$ cat config.mk
export PLATFORM = sky130hd
export DESIGN_NAME = puf_batch_runner
export DESIGN_NICKNAME = d
export VERILOG_FILES = /design/src/rtl/puf_batch_runner.sv
export SDC_FILE = /design/constraint.sdc
export NUM_CORES = 1
export LEC_CHECK = 0
export ABC_AREA = 1
export CELL_PAD_IN_SITES_DETAIL_PLACEMENT = 2
export CELL_PAD_IN_SITES_GLOBAL_PLACEMENT = 2
export CORE_UTILIZATION = 34
export DETAILED_ROUTE_END_ITERATION = 10
export PLACE_DENSITY = 0.94
export SKIP_CTS_REPAIR_TIMING = 1
export SLEW_MARGIN = 20
export SYNTH_ARGS = -nofsm -noshare
export SYNTH_HDL_FRONTEND = slang
export SYNTH_SLANG_ARGS = --single-unit
export TNS_END_PERCENT = 20
$ cat constraint.sdc
create_clock -name clk -period 4.3 [get_ports clk]
set_input_delay 0.43 -clock clk [delete_from_list [all_inputs] [get_ports clk]]
set_output_delay 0.43 -clock clk [all_outputs]
set_load 0.01 [all_outputs]
$ cat src/rtl/puf_batch_runner.sv
// puf_batch_runner: fetches N challenges from the SIRC input memory, runs each
// through the PUF core (with an optional watchdog), writes the responses MSB
// byte first to the output memory, then posts {timeouts, completions} to
// register 2 and pulses userRunClear.
module puf_batch_runner #(
    parameter int CHAL_BYTES           = 16,
    parameter int RESP_BYTES           = 2,
    parameter int INMEM_ADDRESS_WIDTH  = 17,
    parameter int OUTMEM_ADDRESS_WIDTH = 13
) (
    input  logic                            clk,
    input  logic                            reset,
    input  logic                            userRunValue,
    output logic                            userRunClear,
    output logic                            register32CmdReq,
    input  logic                            register32CmdAck,
    output logic [7:0]                      register32Address,
    output logic                            register32WriteEn,
    output logic [31:0]                     register32WriteData,
    input  logic                            register32ReadDataValid,
    input  logic [31:0]                     register32ReadData,
    output logic                            inputMemoryReadReq,
    input  logic                            inputMemoryReadAck,
    output logic [INMEM_ADDRESS_WIDTH-1:0]  inputMemoryReadAdd,
    input  logic                            inputMemoryReadDataValid,
    input  logic [7:0]                      inputMemoryReadData,
    output logic                            outputMemoryWriteReq,
    input  logic                            outputMemoryWriteAck,
    output logic [OUTMEM_ADDRESS_WIDTH-1:0] outputMemoryWriteAdd,
    output logic [7:0]                      outputMemoryWriteData,
    output logic                            outputMemoryWriteByteMask,
    output logic                            pufTrigger,
    output logic [CHAL_BYTES*8-1:0]         pufChallenge,
    input  logic                            pufDone,
    input  logic [RESP_BYTES*8-1:0]         pufResponse,
    output logic [7:0]                      LED
);

    localparam int KW = (CHAL_BYTES > 1) ? $clog2(CHAL_BYTES) : 1;
    localparam int JW = (RESP_BYTES > 1) ? $clog2(RESP_BYTES) : 1;
    localparam logic [KW-1:0] K_LAST = KW'(CHAL_BYTES - 1);
    localparam logic [JW-1:0] J_LAST = JW'(RESP_BYTES - 1);
    localparam logic [INMEM_ADDRESS_WIDTH-1:0]  IN_ONE  = INMEM_ADDRESS_WIDTH'(1);
    localparam logic [OUTMEM_ADDRESS_WIDTH-1:0] OUT_ONE = OUTMEM_ADDRESS_WIDTH'(1);

    typedef enum logic [2:0] {
        S_IDLE     = 3'd0,
        S_PARAM    = 3'd1,
        S_FETCH    = 3'd2,
        S_ISSUE    = 3'd3,
        S_WAIT_PUF = 3'd4,
        S_STORE    = 3'd5,
        S_STATUS   = 3'd6,
        S_CLEAR    = 3'd7
    } state_t;

    // Counters stick at their maximum rather than wrapping.
    function automatic logic [15:0] sat_inc(input logic [15:0] v);
        return (v == 16'hFFFF) ? v : (v + 16'd1);
    endfunction

    // Byte j of the response, counted from the most significant byte.
    function automatic logic [7:0] resp_byte(input logic [RESP_BYTES*8-1:0] resp,
                                             input logic [JW-1:0] j);
        logic [RESP_BYTES*8-1:0] sh;
        sh = resp >> (8 * (RESP_BYTES - 1 - int'(j)));
        return sh[7:0];
    endfunction

    state_t                          r_state, state_nxt;
    logic                            r_run_clear, run_clear_nxt;
    logic                            r_cmd_req, cmd_req_nxt;
    logic [7:0]                      r_reg_addr, reg_addr_nxt;
    logic                            r_reg_we, reg_we_nxt;
    logic [31:0]                     r_reg_wdata, reg_wdata_nxt;
    logic                            r_rd_wait, rd_wait_nxt;
    logic                            r_pidx, pidx_nxt;
    logic                            r_in_req, in_req_nxt;
    logic [INMEM_ADDRESS_WIDTH-1:0]  r_in_addr, in_addr_nxt;
    logic                            r_in_wait, in_wait_nxt;
    logic [KW-1:0]                   r_k, k_nxt;
    logic                            r_out_req, out_req_nxt;
    logic [OUTMEM_ADDRESS_WIDTH-1:0] r_out_addr, out_addr_nxt;
    logic [7:0]                      r_out_data, out_data_nxt;
    logic [JW-1:0]                   r_j, j_nxt;
    logic                            r_trig, trig_nxt;
    logic [CHAL_BYTES*8-1:0]         r_chal, chal_nxt;
    logic [RESP_BYTES*8-1:0]         r_resp, resp_nxt;
    logic [15:0]                     r_n, n_nxt;
    logic [23:0]                     r_t, t_nxt;
    logic [15:0]                     r_i, i_nxt;
    logic [23:0]                     r_wd, wd_nxt;
    logic [15:0]                     r_done_cnt, done_nxt;
    logic [15:0]                     r_to_cnt, to_nxt;
    logic                            r_to_seen, to_seen_nxt;

    // State and datapath registers; cleared asynchronously while reset is low.
    always_ff @(posedge clk or negedge reset) begin
        if (!reset) begin
            r_state     <= S_IDLE;
            r_run_clear <= 1'b0;
            r_cmd_req   <= 1'b0;
            r_reg_addr  <= 8'd0;
            r_reg_we    <= 1'b0;
            r_reg_wdata <= 32'd0;
            r_rd_wait   <= 1'b0;
            r_pidx      <= 1'b0;
            r_in_req    <= 1'b0;
            r_in_addr   <= '0;
            r_in_wait   <= 1'b0;
            r_k         <= '0;
            r_out_req   <= 1'b0;
            r_out_addr  <= '0;
            r_out_data  <= 8'd0;
            r_j         <= '0;
            r_trig      <= 1'b0;
            r_chal      <= '0;
            r_resp      <= '0;
            r_n         <= 16'd0;
            r_t         <= 24'd0;
            r_i         <= 16'd0;
            r_wd        <= 24'd0;
            r_done_cnt  <= 16'd0;
            r_to_cnt    <= 16'd0;
            r_to_seen   <= 1'b0;
        end else begin
            r_state     <= state_nxt;
            r_run_clear <= run_clear_nxt;
            r_cmd_req   <= cmd_req_nxt;
            r_reg_addr  <= reg_addr_nxt;
            r_reg_we    <= reg_we_nxt;
            r_reg_wdata <= reg_wdata_nxt;
            r_rd_wait   <= rd_wait_nxt;
            r_pidx      <= pidx_nxt;
            r_in_req    <= in_req_nxt;
            r_in_addr   <= in_addr_nxt;
            r_in_wait   <= in_wait_nxt;
            r_k         <= k_nxt;
            r_out_req   <= out_req_nxt;
            r_out_addr  <= out_addr_nxt;
            r_out_data  <= out_data_nxt;
            r_j         <= j_nxt;
            r_trig      <= trig_nxt;
            r_chal      <= chal_nxt;
            r_resp      <= resp_nxt;
            r_n         <= n_nxt;
            r_t         <= t_nxt;
            r_i         <= i_nxt;
            r_wd        <= wd_nxt;
            r_done_cnt  <= done_nxt;
            r_to_cnt    <= to_nxt;
            r_to_seen   <= to_seen_nxt;
        end
    end

    // Next-state and next-output logic; every register holds unless changed.
    always_comb begin
        state_nxt     = r_state;
        run_clear_nxt = 1'b0;
        trig_nxt      = 1'b0;
        cmd_req_nxt   = r_cmd_req;
        reg_addr_nxt  = r_reg_addr;
        reg_we_nxt    = r_reg_we;
        reg_wdata_nxt = r_reg_wdata;
        rd_wait_nxt   = r_rd_wait;
        pidx_nxt      = r_pidx;
        in_req_nxt    = r_in_req;
        in_addr_nxt   = r_in_addr;
        in_wait_nxt   = r_in_wait;
        k_nxt         = r_k;
        out_req_nxt   = r_out_req;
        out_addr_nxt  = r_out_addr;
        out_data_nxt  = r_out_data;
        j_nxt         = r_j;
        chal_nxt      = r_chal;
        resp_nxt      = r_resp;
        n_nxt         = r_n;
        t_nxt         = r_t;
        i_nxt         = r_i;
        wd_nxt        = r_wd;
        done_nxt      = r_done_cnt;
        to_nxt        = r_to_cnt;
        to_seen_nxt   = r_to_seen;
        case (r_state)
            S_IDLE: begin
                if (userRunValue) begin
                    state_nxt     = S_PARAM;
                    cmd_req_nxt   = 1'b1;
                    reg_addr_nxt  = 8'd0;
                    reg_we_nxt    = 1'b0;
                    reg_wdata_nxt = 32'd0;
                    pidx_nxt      = 1'b0;
                    rd_wait_nxt   = 1'b0;
                end else begin
                    state_nxt = S_IDLE;
                end
            end
            S_PARAM: begin
                if (r_cmd_req) begin
                    if (register32CmdAck) begin
                        cmd_req_nxt = 1'b0;
                        rd_wait_nxt = 1'b1;
                    end else begin
                        cmd_req_nxt = 1'b1;
                    end
                end else if (r_rd_wait && register32ReadDataValid) begin
                    rd_wait_nxt = 1'b0;
                    if (!r_pidx) begin
                        n_nxt        = register32ReadData[15:0];
                        pidx_nxt     = 1'b1;
                        cmd_req_nxt  = 1'b1;
                        reg_addr_nxt = 8'd1;
                    end else begin
                        t_nxt        = register32ReadData[23:0];
                        done_nxt     = 16'd0;
                        to_nxt       = 16'd0;
                        i_nxt        = 16'd0;
                        in_addr_nxt  = '0;
                        out_addr_nxt = '0;
                        if (r_n == 16'd0) begin
                            state_nxt     = S_STATUS;
                            cmd_req_nxt   = 1'b1;
                            reg_addr_nxt  = 8'd2;
                            reg_we_nxt    = 1'b1;
                            reg_wdata_nxt = 32'd0;
                        end else begin
                            state_nxt   = S_FETCH;
                            in_req_nxt  = 1'b1;
                            in_wait_nxt = 1'b0;
                            k_nxt       = '0;
                        end
                    end
                end else begin
                    rd_wait_nxt = r_rd_wait;
                end
            end
            S_FETCH: begin
                if (r_in_req) begin
                    if (inputMemoryReadAck) begin
                        in_req_nxt  = 1'b0;
                        in_wait_nxt = 1'b1;
                    end else begin
                        in_req_nxt = 1'b1;
                    end
                end else if (r_in_wait && inputMemoryReadDataValid) begin
                    in_wait_nxt                 = 1'b0;
                    in_addr_nxt                 = r_in_addr + IN_ONE;
                    chal_nxt[int'(r_k)*8 +: 8]  = inputMemoryReadData;
                    if (r_k == K_LAST) begin
                        state_nxt = S_ISSUE;
                        trig_nxt  = 1'b1;
                    end else begin
                        k_nxt      = r_k + KW'(1);
                        in_req_nxt = 1'b1;
                    end
                end else begin
                    in_wait_nxt = r_in_wait;
                end
            end
            S_ISSUE: begin
                // The watchdog reads 1 in the first cycle after the trigger.
                state_nxt = S_WAIT_PUF;
                wd_nxt    = 24'd1;
            end
            S_WAIT_PUF: begin
                if (pufDone) begin
                    resp_nxt    = pufResponse;
                    done_nxt    = sat_inc(r_done_cnt);
                    state_nxt   = S_STORE;
                    out_req_nxt = 1'b0;
                    j_nxt       = '0;
                end else if ((r_t != 24'd0) && (r_wd == r_t)) begin
                    resp_nxt    = '1;
                    to_nxt      = sat_inc(r_to_cnt);
                    to_seen_nxt = 1'b1;
                    state_nxt   = S_STORE;
                    out_req_nxt = 1'b0;
                    j_nxt       = '0;
                end else begin
                    wd_nxt = r_wd + 24'd1;
                end
            end
            S_STORE: begin
                if (r_out_req) begin
                    if (outputMemoryWriteAck) begin
                        out_req_nxt  = 1'b0;
                        out_addr_nxt = r_out_addr + OUT_ONE;
                        if (r_j == J_LAST) begin
                            i_nxt = r_i + 16'd1;
                            if ((r_i + 16'd1) == r_n) begin
                                state_nxt     = S_STATUS;
                                cmd_req_nxt   = 1'b1;
                                reg_addr_nxt  = 8'd2;
                                reg_we_nxt    = 1'b1;
                                reg_wdata_nxt = {r_to_cnt, r_done_cnt};
                            end else begin
                                state_nxt   = S_FETCH;
                                in_req_nxt  = 1'b1;
                                in_wait_nxt = 1'b0;
                                k_nxt       = '0;
                            end
                        end else begin
                            j_nxt = r_j + JW'(1);
                        end
                    end else begin
                        out_req_nxt = 1'b1;
                    end
                end else begin
                    out_req_nxt  = 1'b1;
                    out_data_nxt = resp_byte(r_resp, r_j);
                end
            end
            S_STATUS: begin
                if (register32CmdAck) begin
                    cmd_req_nxt   = 1'b0;
                    state_nxt     = S_CLEAR;
                    run_clear_nxt = 1'b1;
                end else begin
                    cmd_req_nxt = 1'b1;
                end
            end
            S_CLEAR: begin
                state_nxt = S_IDLE;
            end
            default: begin
                state_nxt = S_IDLE;
            end
        endcase
    end

    assign userRunClear              = r_run_clear;
    assign register32CmdReq          = r_cmd_req;
    assign register32Address         = r_reg_addr;
    assign register32WriteEn         = r_reg_we;
    assign register32WriteData       = r_reg_wdata;
    assign inputMemoryReadReq        = r_in_req;
    assign inputMemoryReadAdd        = r_in_addr;
    assign outputMemoryWriteReq      = r_out_req;
    assign outputMemoryWriteAdd      = r_out_addr;
    assign outputMemoryWriteData     = r_out_data;
    assign outputMemoryWriteByteMask = 1'b1;
    assign pufTrigger                = r_trig;
    assign pufChallenge              = r_chal;
    assign LED                       = {r_to_seen, 4'b0000, r_state};

endmodule

==> results of run 1 <==
[registers in the layout, summed over array words and instances (netlist names), 3 cells and up]
| register | cells |
|---|---|
| inputMemoryReadAdd | 17 |
| outputMemoryWriteData | 8 |
| r_i | 16 |
| r_wd | 24 |
| register32WriteData | 32 |
| r_n | 16 |
| r_k | 4 |
| r_to_cnt | 16 |
| r_t | 24 |
| r_state | 3 |
| r_done_cnt | 16 |
| outputMemoryWriteAdd | 13 |
| r_resp | 16 |
| pufChallenge | 128 |
[cells in the final DEF, fill, tap and decap left out, drive strengths merged, types with 11 or more instances in the layout]
cell / n
a21oi: 54
buf: 17
clkbuf: 64
clkdlybuf4s50: 265
conb: 11
dfrtp: 346
ha: 16
inv: 218
nand2: 584
nand3: 118
nand4: 81
nor2: 198
nor3: 52
nor4: 18
o21ai: 226
o22ai: 11
o31ai: 22
xnor2: 23
xor2: 35
[final cells by class]
cell class                 count  area (µm²)
tap                          672       840.8
timing repair buffer         282        2825
inverter                     218       823.3
clock inverter                11       115.1
fill                        5489       28140
clock buffer                  64        1265
antenna                        2       5.005
sequential                   346        8658
multi-input combinational   1485        7296
[how the worst min path moves through the flow]
stage               cells past startpoint                             endpoint                                 from
global route                            1         pufChallenge[89]$_DFFE_PN0P_                                reset
floorplan                               0    inputMemoryReadAdd[0]$_DFFE_PN0P_                                reset
detailed placement                      2  register32WriteData[20]$_DFFE_PN0P_  register32WriteData[20]$_DFFE_PN0P_
CTS                                     1    inputMemoryReadAdd[2]$_DFFE_PN0P_                                reset
finish                                  1         pufChallenge[89]$_DFFE_PN0P_                                reset
global placement                        2                r_in_wait$_DFFE_PN0P_                r_in_wait$_DFFE_PN0P_
[metrics by stage]
step | instances | total power, µW | instance area, µm² | hold WS [ps] | util (%)
finish | 3080 | 11180 | 21830 | -33.74 | 43.69
detailed placement | 3003 | 7504 | 20440 | 467.0 | 40.90
global placement | 3003 | 7205 | 20440 | 457.8 | 40.90
floorplan | 2136 | 6098 | 17220 | 134.4 | -
CTS | 3078 | 11270 | 21820 | 8.905 | 43.66
global route | 3080 | 11720 | 21830 | 36.19 | 43.69
[per-layer routing]
| layer | track usage [%] | part of all wire (%) | vias up |
|---|---|---|---|
| met1 | 30.84 | 39 | 8361 |
| met3 | 3.758 | 3.7 | 175 |
| met2 | 50.34 | 52 | 415 |
| met4 | 13.93 | 4.6 | 2 |
| met5 | 0 | 0.019 | - |
| li1 | - | - | 7431 |
[logic make-up after synthesis]
| kind of cell | after synthesis | synth area share (%) |
|---|---|---|
| AND/OR/NAND/NOR | 1065 | 27.26 |
| flip-flops | 346 | 50.38 |
| AO/OA/AOI/OAI | 332 | 10.51 |
| buffers and inverters | 305 | 7.426 |
| XOR/XNOR | 59 | 3.087 |
| adder cells (fa/ha/maj) | 16 | 1.165 |
| other | 2 | 0.04370 |
| multiplexers | 2 | 0.1310 |
[critical path, cell delays in order, from the launching register on]
cell and delay (ps):
dfrtp_1 440, inv_1 160, ha_1 190, nand2_1 80, inv_1 640, nor2_1 170
nor4_1 330, nand2_1 410, nor3_2 410, nand2_1 150, nor2_1 200, nand2_1 90
a21oi_1 130
[power by group]
part / internal, µW / total (µW) / leakage (µW) / switching, µW
Clock: 2140 / 3640 / 0.000681 / 1490
Combinational: 1020 / 3410 / 0.00416 / 2390
Sequential: 3690 / 4130 / 0.00456 / 437
==> results.tsv, run 1 <==
metric	value	unit
outcome	finished, violations left	
violations	negative hold slack	
ys_top_cells_by_count	nand2_1, dfrtp_1, o21ai_0, inv_1, nor2_1	
r2r-end	r_done_cnt[9]$_DFFE_PN0P_	
grt_pass1_wl	108800	µm
layout-drive-gt1-share	5.653	%
initial_core_util	34.40	%
num_rows	82	
finalCritPeriodShare	80.39	%
antenna_found_initial	3	
grt_max_degree	113	
coreArea	49970	µm²
syn_avg_cell_area	8.080	µm²
syn_area	17190	µm²
drc	0	
ys_ff_latch	346	
ant_nets	0	
power.leakage	0.009408	µW
die_area	51450	µm²
fin_ws	843.0	ps
wire_per_inst	22.76	µm
track_usage	27.45	%
reg2reg_depth	12	
grt_setup_unrepaired	false	
maxCapViolations	0	
cts_tree	built	
ys.flop_type	dfrtp_1	
dp_hpwl	49770	µm
fmax	0.2893	GHz
cp.arrival	3950	ps
synth_warnings	0	
h-tree-depth	2	
fin_crit	3457	ps
via_count	16380	
dp_slack	827.1	ps
layout.nets	2455	
synth_edf_count	0	
cp-endpoint	r_done_cnt[9]$_DFFE_PN0P_	
cts_inserted_buffers	41	
maxSlewViolCount	0	
first_iter_violations	811	
rrSetupSlack	840	ps
grt_pass1_vias	18700	
ys_seq_area_share	50.38	%
setup.worst_path.end_class	flip-flop	
crit_path_start_kind	flip-flop	
die_w	226.8	µm
syn_inst	2127	
async_flop_share	100.0	%
p_per_area	512.2	nW/µm²
synth_cell_type_count	56	
avgViaCountPerCell	5.319	
synth_top_cells_by_area	dfrtp_1, nand2_1, o21ai_0	
hold_slack	-33.74	ps
die_h	226.8	µm
slew_headroom	31.16	%
yosysTopAreaCell	dfrtp_1	
crit_start	r_state[1]$_DFFE_PN0P_	
cp.required	4800	ps
setup_total_negative_slack	0	ps
min_path_type	primary input to asynchronous set/reset pin	
timing.rr.start	r_state[1]$_DFFE_PN0P_	
worst_pin_slew	1030	ps
cts.sinks	346	
clkSlewWorstSetupHoldPaths	70	ps
synth_most_common_cell	nand2_1	
hold_violations	7	
overflow	0	
critical_path_class	flip-flop to flip-flop	
ios	286	
ir_worst_vdd	0.2629	mV
worst_clock_skew	32.71	ps
yosysTopAreaCellShare	50.38	%
setup_viol	0	
finalWirelength	70100	µm
clk_path_buf_depth	3	
clock_latency	570	ps
area_delta_synth_final	27.01	%
portBuffers	266	
drt-pass1-iter-count	5	
root_buffer	clkbuf_16	
path_max_fanout	22	
place_congestion	0.8833	
No activity file was read; power rests on OpenSTA's default activity.
==> run 2, diff against run 1 <==
CORE_UTILIZATION = 28   (was 34)
PLACE_DENSITY = 0.84   (was 0.94)
clock period = 3 ns   (was 4.3 ns; I/O delays follow)
==> run 2 against run 1 <==
Against the previous run:
- sequential power grew 42%
- first-iteration DRC count decreased by 15%
- largest cell class unchanged
- the flow now finishes without violations
- register-to-register slack worse by 770 ps
- global-route usage is 6.5 points lower
- highest routed layer unchanged
- critical endpoint is now pufChallenge[63]$_DFFE_PN0P_
- critical path type unchanged
- final cell count increased by 4.2%
- utilization is 7.1 points lower
- critical path depth unchanged
- sequential share of layout area is 0.56 points lower
- power grew 41%
- die area increased by 21%
- maximum frequency increased by 18%
- cell area rose by 1.5%
==> results.tsv, run 2 (synthesis gave the netlist of run 1 again) <==
metric	value	unit	change
cts_tree	built		
combPwrFrac	31.1	%	+0.6 points
drc	0		unchanged
track_usage	20.91	%	-6.5 points
die_area	62380	µm²	+21%
die_w	249.8	µm	+10%
antennaDiodeCount	0		-2
layout.nets	2481		+1.1%
place_congestion	0.8618		-2.4%
slowest_stage	dfrtp_1		
largest_reg_flops	128		unchanged
cp_common_cell	inv_1		
fillerInstances	6731		+23%
timing.rr.start	r_state[0]$_DFFE_PN0P_		
setup_viol	0		unchanged
layout-drive-gt1-share	6.755	%	+1.1 points
seq_power_share	37.1	%	+0.2 points
final_common_cell	nand2_1		
setup.worst_path.end_class	flip-flop		
slew_headroom	34.89	%	+3.7 points
wire_per_inst	20.32	µm	-11%
p_total	15780	µW	+41%
fin_crit	2927	ps	-529.6 ps
grt_pass1_wl	103800	µm	-4.6%
utilization	36.62	%	-7.1 points
routedLengthMet1	27790	µm	+0.42%
initial_core_util	28.42	%	-6.0 points
ant_nets	0		unchanged
ir_worst_vdd	0.3607	mV	+37%
min_from	register32ReadData[22]		
hold_violations	0		-7
outcome	completed		
rrSetupSlack	70	ps	-770 ps
hold_slack	287.7	ps	+321.4 ps
clkSlewWorstSetupHoldPaths	60	ps	about the same
final_cells	3210		+4.2%
num_rows	90		+9.8%
cp_cell_sequence	inv_1 -> ha_1 -> inv_1 -> nor2_8 -> inv_4 -> nor2_4 -> inv_2 -> nor3_4 -> inv_1 -> nor2_2 -> nand2_1 -> o31ai_1		
final_cell_mix	nand2_1, dfrtp_1, clkdlybuf4s50_1		
fmax	0.3416	GHz	+18%
portBuffers	266		unchanged
area_delta_synth_final	28.85	%	
die_h	249.8	µm	+10%
dp_hpwl	48370	µm	-2.8%
worst_pin_slew	975.6	ps	-54.48 ps
wl_met2	33700	µm	-7.9%
h-tree-depth	2		unchanged
overflow	0		unchanged
clk_path_buf_depth	3		unchanged
power.leakage	0.009519	µW	+1.2%
swShare	38.21	%	-0.43 points
maxCapViolations	0		unchanged
ios	286		unchanged
cts.sinks	346		unchanged
avgViaCountPerCell	5.019		-5.6%
min_path_type	primary input to flip-flop		
p_per_area	712.7	nW/µm²	+39%
reg2reg_depth	12		unchanged
cp.required	3460	ps	-1340 ps
grt_max_degree	84		-26%
cp.arrival	3390	ps	-560 ps
critPathMaxStageDelay	430	ps	-210 ps
maxSlewViolCount	0		unchanged
critical_path_class	flip-flop to flip-flop		
r2r-end	pufChallenge[63]$_DFFE_PN0P_		
crit_path_start_kind	flip-flop		
grt_pass1_vias	17970		-3.9%
grt_setup_unrepaired	true		
antenna_found_initial	2		-1
drt-pass1-iter-count	4		-1
internal_power	9752	µW	+42%
dp_cells	3137		+4.5%
finalCritPeriodShare	97.58	%	+17 points
top_layer	met5		
root_buffer	clkbuf_16		
wl_met3	2145	µm	-17%
worst_clock_skew	22.80	ps	-9.911 ps
cts_inserted_buffers	42		+2.4%
via_count	16110		-1.7%
finalWirelength	65240	µm	-6.9%
switching_power	6030	µW	+40%
first_iter_violations	692		-15%
coreArea	60470	µm²	+21%
clock_latency	570	ps	about the same
holdPathEnd	r_t[22]$_DFFE_PN0P_		
path_max_fanout	16		-27%
clock_power_share	31.9	%	-0.6 points
min_delay_path_depth	3		
==> run 2: worst max path at each step <==
stage / start / to / slack (ps)
after floorplan: r_k[0]$_DFFE_PN0P_ / pufChallenge[112]$_DFFE_PN0P_ / 520
after global placement: r_i[0]$_DFFE_PN0P_ / register32WriteData[6]$_DFFE_PN0P_ / 170
after detailed placement: r_i[0]$_DFFE_PN0P_ / register32WriteData[4]$_DFFE_PN0P_ / -30
after CTS: r_i[0]$_DFFE_PN0P_ / register32WriteData[0]$_DFFE_PN0P_ / -30
after global routing: r_state[0]$_DFFE_PN0P_ / pufChallenge[63]$_DFFE_PN0P_ / -170
final: r_state[0]$_DFFE_PN0P_ / pufChallenge[63]$_DFFE_PN0P_ / 70
==> run 2: critical path, delay by kind of cell (launching register included) <==
| kind | cells | cell delay, ps |
|---|---|---|
| AND/OR/NAND/NOR | 5 | 1230 |
| buffers and inverters | 5 | 570 |
| AO/OA/AOI/OAI | 1 | 390 |
| flip-flops | 1 | 430 |
| adder cells (fa/ha/maj) | 1 | 190 |
==> run 2: final cells by class <==
cell class | count | area [µm²] | share of cell area, %
timing repair buffer | 307 | 3040 | 13.73
clock inverter | 13 | 113.9 | 0.5142
sequential | 346 | 8660 | 39.10
multi-input combinational | 1485 | 7315 | 33.03
tap | 782 | 978.4 | 4.418
inverter | 218 | 823.3 | 3.718
clock buffer | 59 | 1215 | 5.486
==> run 2: power by group through the flow <==
| stage | registers, µW | clock network, µW | logic, µW |
|---|---|---|---|
| 4_1_cts | 5850 | 5170 | 4960 |
| 2_1_floorplan | 5830 | 0 | 2920 |
| 3_3_place_gp | 5870 | 0 | 4640 |
| 6_report | 5850 | 5030 | 4900 |
| 3_5_place_dp | 5920 | 0 | 4900 |
| 5_1_grt | 5930 | 5340 | 5430 |
==> run 2: routing by layer <==
metal / track usage, % / up-vias
met5: 0 / -
met4: 5.661 / 4
met3: 3.202 / 103
met2: 38.16 / 290
met1: 25.34 / 8240
li1: - / 7474
==> run 2: per-stage QoR <==
step	setup TNS [ps]	area (µm²)	setup WS [ps]
final	0	22150	72.61
after global routing	-3812	22150	-168.1
after CTS	-103.8	22110	-28.91
after detailed placement	-86.68	20780	-33.39
after global placement	0	20780	172.7
after floorplan	0	17220	521.7
==> run 3, diff against run 2 <==
CAP_MARGIN = 30   (was default)
CTS_CLUSTER_DIAMETER = 150   (was default)
HOLD_SLACK_MARGIN = 0.06   (was default)
==> run 3 against run 2 <==
Against the previous run:
- power rose by 0.41%
- final cell count is essentially flat
- sequential share of layout area barely moved
- critical endpoint unchanged
- critical path type unchanged
- utilization about the same
- critical path depth stayed put
==> results.tsv, run 3 (synthesis gave the netlist of run 1 again) <==
metric	value	unit	change
outcome	completed		
final_common_cell	nand2_1		
largest_reg_flops	128		unchanged
timing.rr.start	r_state[0]$_DFFE_PN0P_		
area_delta_synth_final	29.01	%	
cts_inserted_buffers	42		unchanged
die_w	249.8	µm	unchanged
antennaDiodeCount	0		unchanged
p_per_area	714.7	nW/µm²	+0.28%
fmax	0.3428	GHz	+0.34%
dp_hpwl	48370	µm	unchanged
hold_violations	0		unchanged
first_iter_violations	676		-2.3%
reg2reg_depth	12		unchanged
rrSetupSlack	80	ps	about the same
clk_path_buf_depth	3		unchanged
seq_power_share	36.9	%	-0.2 points
r2r-end	pufChallenge[63]$_DFFE_PN0P_		
cts_tree	built		
slew_headroom	45.13	%	+10 points
ir_worst_vdd	0.3598	mV	-0.25%
clock_power_share	31.8	%	about the same
antenna_found_initial	2		unchanged
switching_power	6045	µW	+0.25%
via_count	16090		-0.14%
clkSlewWorstSetupHoldPaths	60	ps	about the same
finalWirelength	65260	µm	about the same
place_congestion	0.8618		unchanged
maxSlewViolCount	0		unchanged
power.leakage	0.009531	µW	+0.13%
dp_slack	-33.39	ps	unchanged
layout.nets	2482		+0.040%
critical_path_class	flip-flop to flip-flop		
ios	286		unchanged
cp.required	3460	ps	about the same
min_from	register32ReadData[22]		
utilization	36.67	%	+0.046 points
combPwrFrac	31.3	%	+0.2 points
swShare	38.15	%	-0.058 points
drt-pass1-iter-count	5		+1
die_area	62380	µm²	unchanged
grt_setup_unrepaired	true		
maxCapViolations	0		unchanged
layout-drive-gt1-share	6.793	%	+0.038 points
wire_per_inst	20.32	µm	about the same
min_path_type	primary input to flip-flop		
grt_pass1_wl	103800	µm	unchanged
finalCritPeriodShare	97.25	%	-0.33 points
track_usage	20.91	%	unchanged
portBuffers	266		unchanged
avgViaCountPerCell	5.010		-0.17%
final_cell_mix	nand2_1, dfrtp_1, clkdlybuf4s50_1		
fin_ws	82.50	ps	+9.890 ps
grt_max_degree	84		unchanged
internal_power	9801	µW	+0.50%
die_h	249.8	µm	unchanged
coreArea	60470	µm²	unchanged
root_buffer	clkbuf_16		
setup_viol	0		unchanged
crit_path_start_kind	flip-flop		
worst_clock_skew	24.39	ps	+1.586 ps
setup.worst_path.end_class	flip-flop		
p_total	15850	µW	+0.41%
h-tree-depth	2		unchanged
cts.sinks	346		unchanged
grt_pass1_vias	17970		unchanged
min_delay_path_depth	3		unchanged
cp.arrival	3380	ps	about the same
holdPathEnd	r_t[22]$_DFFE_PN0P_		
initial_core_util	28.42	%	unchanged
ant_nets	0		unchanged
clock_latency	580	ps	about the same
num_rows	90		unchanged
fin_crit	2918	ps	-9.891 ps
overflow	0		unchanged
path_max_fanout	16		unchanged
worst_pin_slew	816.7	ps	-158.9 ps
drc	0		unchanged
run 3: cell types whose count changed in the layout (fill, tap and decap cells not counted):
| cell | change |
|---|---|
| buf_16 | +1 |
run 3: power groups by stage:
stage	clock (µW)	sequential (µW)	combinational (µW)
after global placement	0	5870	4640
after global routing	5340	5930	5500
final	5030	5850	4960
after CTS	5170	5850	4960
after detailed placement	0	5920	4900
after floorplan	0	5830	2920
run 3: stage by stage:
step / cell area (µm²) / setup TNS (ps) / hold WS (ps) / std cells
2_1_floorplan: 17220 / 0 / 4.409 / 2136
3_3_place_gp: 20780 / 0 / 334.3 / 3137
3_5_place_dp: 20780 / -86.68 / 338.4 / 3137
4_1_cts: 22110 / -103.8 / -283.7 / 3209
5_1_grt: 22170 / -3417 / 277.3 / 3211
6_report: 22170 / 0 / 287.7 / 3211
run 3: final cells by class:
class	count	area [µm²]
Multi-Input combinational cell	1485	7315
Tap cell	782	978.4
Fill cell	6731	38300
Timing Repair Buffer	308	3068
Clock buffer	59	1215
Clock inverter	13	113.9
Sequential cell	346	8660
Inverter	218	823.3
run 3: metal layers:
| metal | global-route usage [%] | part of all wire [%] | vias to the layer above |
|---|---|---|---|
| li1 | - | - | 7475 |
| met1 | 25.34 | 43 | 8212 |
| met2 | 38.16 | 52 | 295 |
| met3 | 3.202 | 3.3 | 102 |
| met4 | 5.661 | 2.4 | 4 |
| met5 | 0 | 0.057 | - |
run 3: worst max-delay path by stage:
stage | from | endpoint | slack (ps) | cells after the start
2_1_floorplan | r_k[0]$_DFFE_PN0P_ | pufChallenge[112]$_DFFE_PN0P_ | 520 | 14
3_3_place_gp | r_i[0]$_DFFE_PN0P_ | register32WriteData[6]$_DFFE_PN0P_ | 170 | 14
3_5_place_dp | r_i[0]$_DFFE_PN0P_ | register32WriteData[4]$_DFFE_PN0P_ | -30 | 14
4_1_cts | r_i[0]$_DFFE_PN0P_ | register32WriteData[0]$_DFFE_PN0P_ | -30 | 14
5_1_grt | r_state[0]$_DFFE_PN0P_ | pufChallenge[63]$_DFFE_PN0P_ | -170 | 12
6_report | r_state[0]$_DFFE_PN0P_ | pufChallenge[63]$_DFFE_PN0P_ | 80 | 12
run 3: worst max-delay path: stages (launching register included):
cell and delay, ps:
dfrtp_1 430, inv_1 140, ha_1 190, inv_1 110, nor2_8 220, inv_4 120
nor2_4 160, inv_2 70, nor3_4 230, inv_1 120, nor2_2 230, nand2_1 400
o31ai_1 390
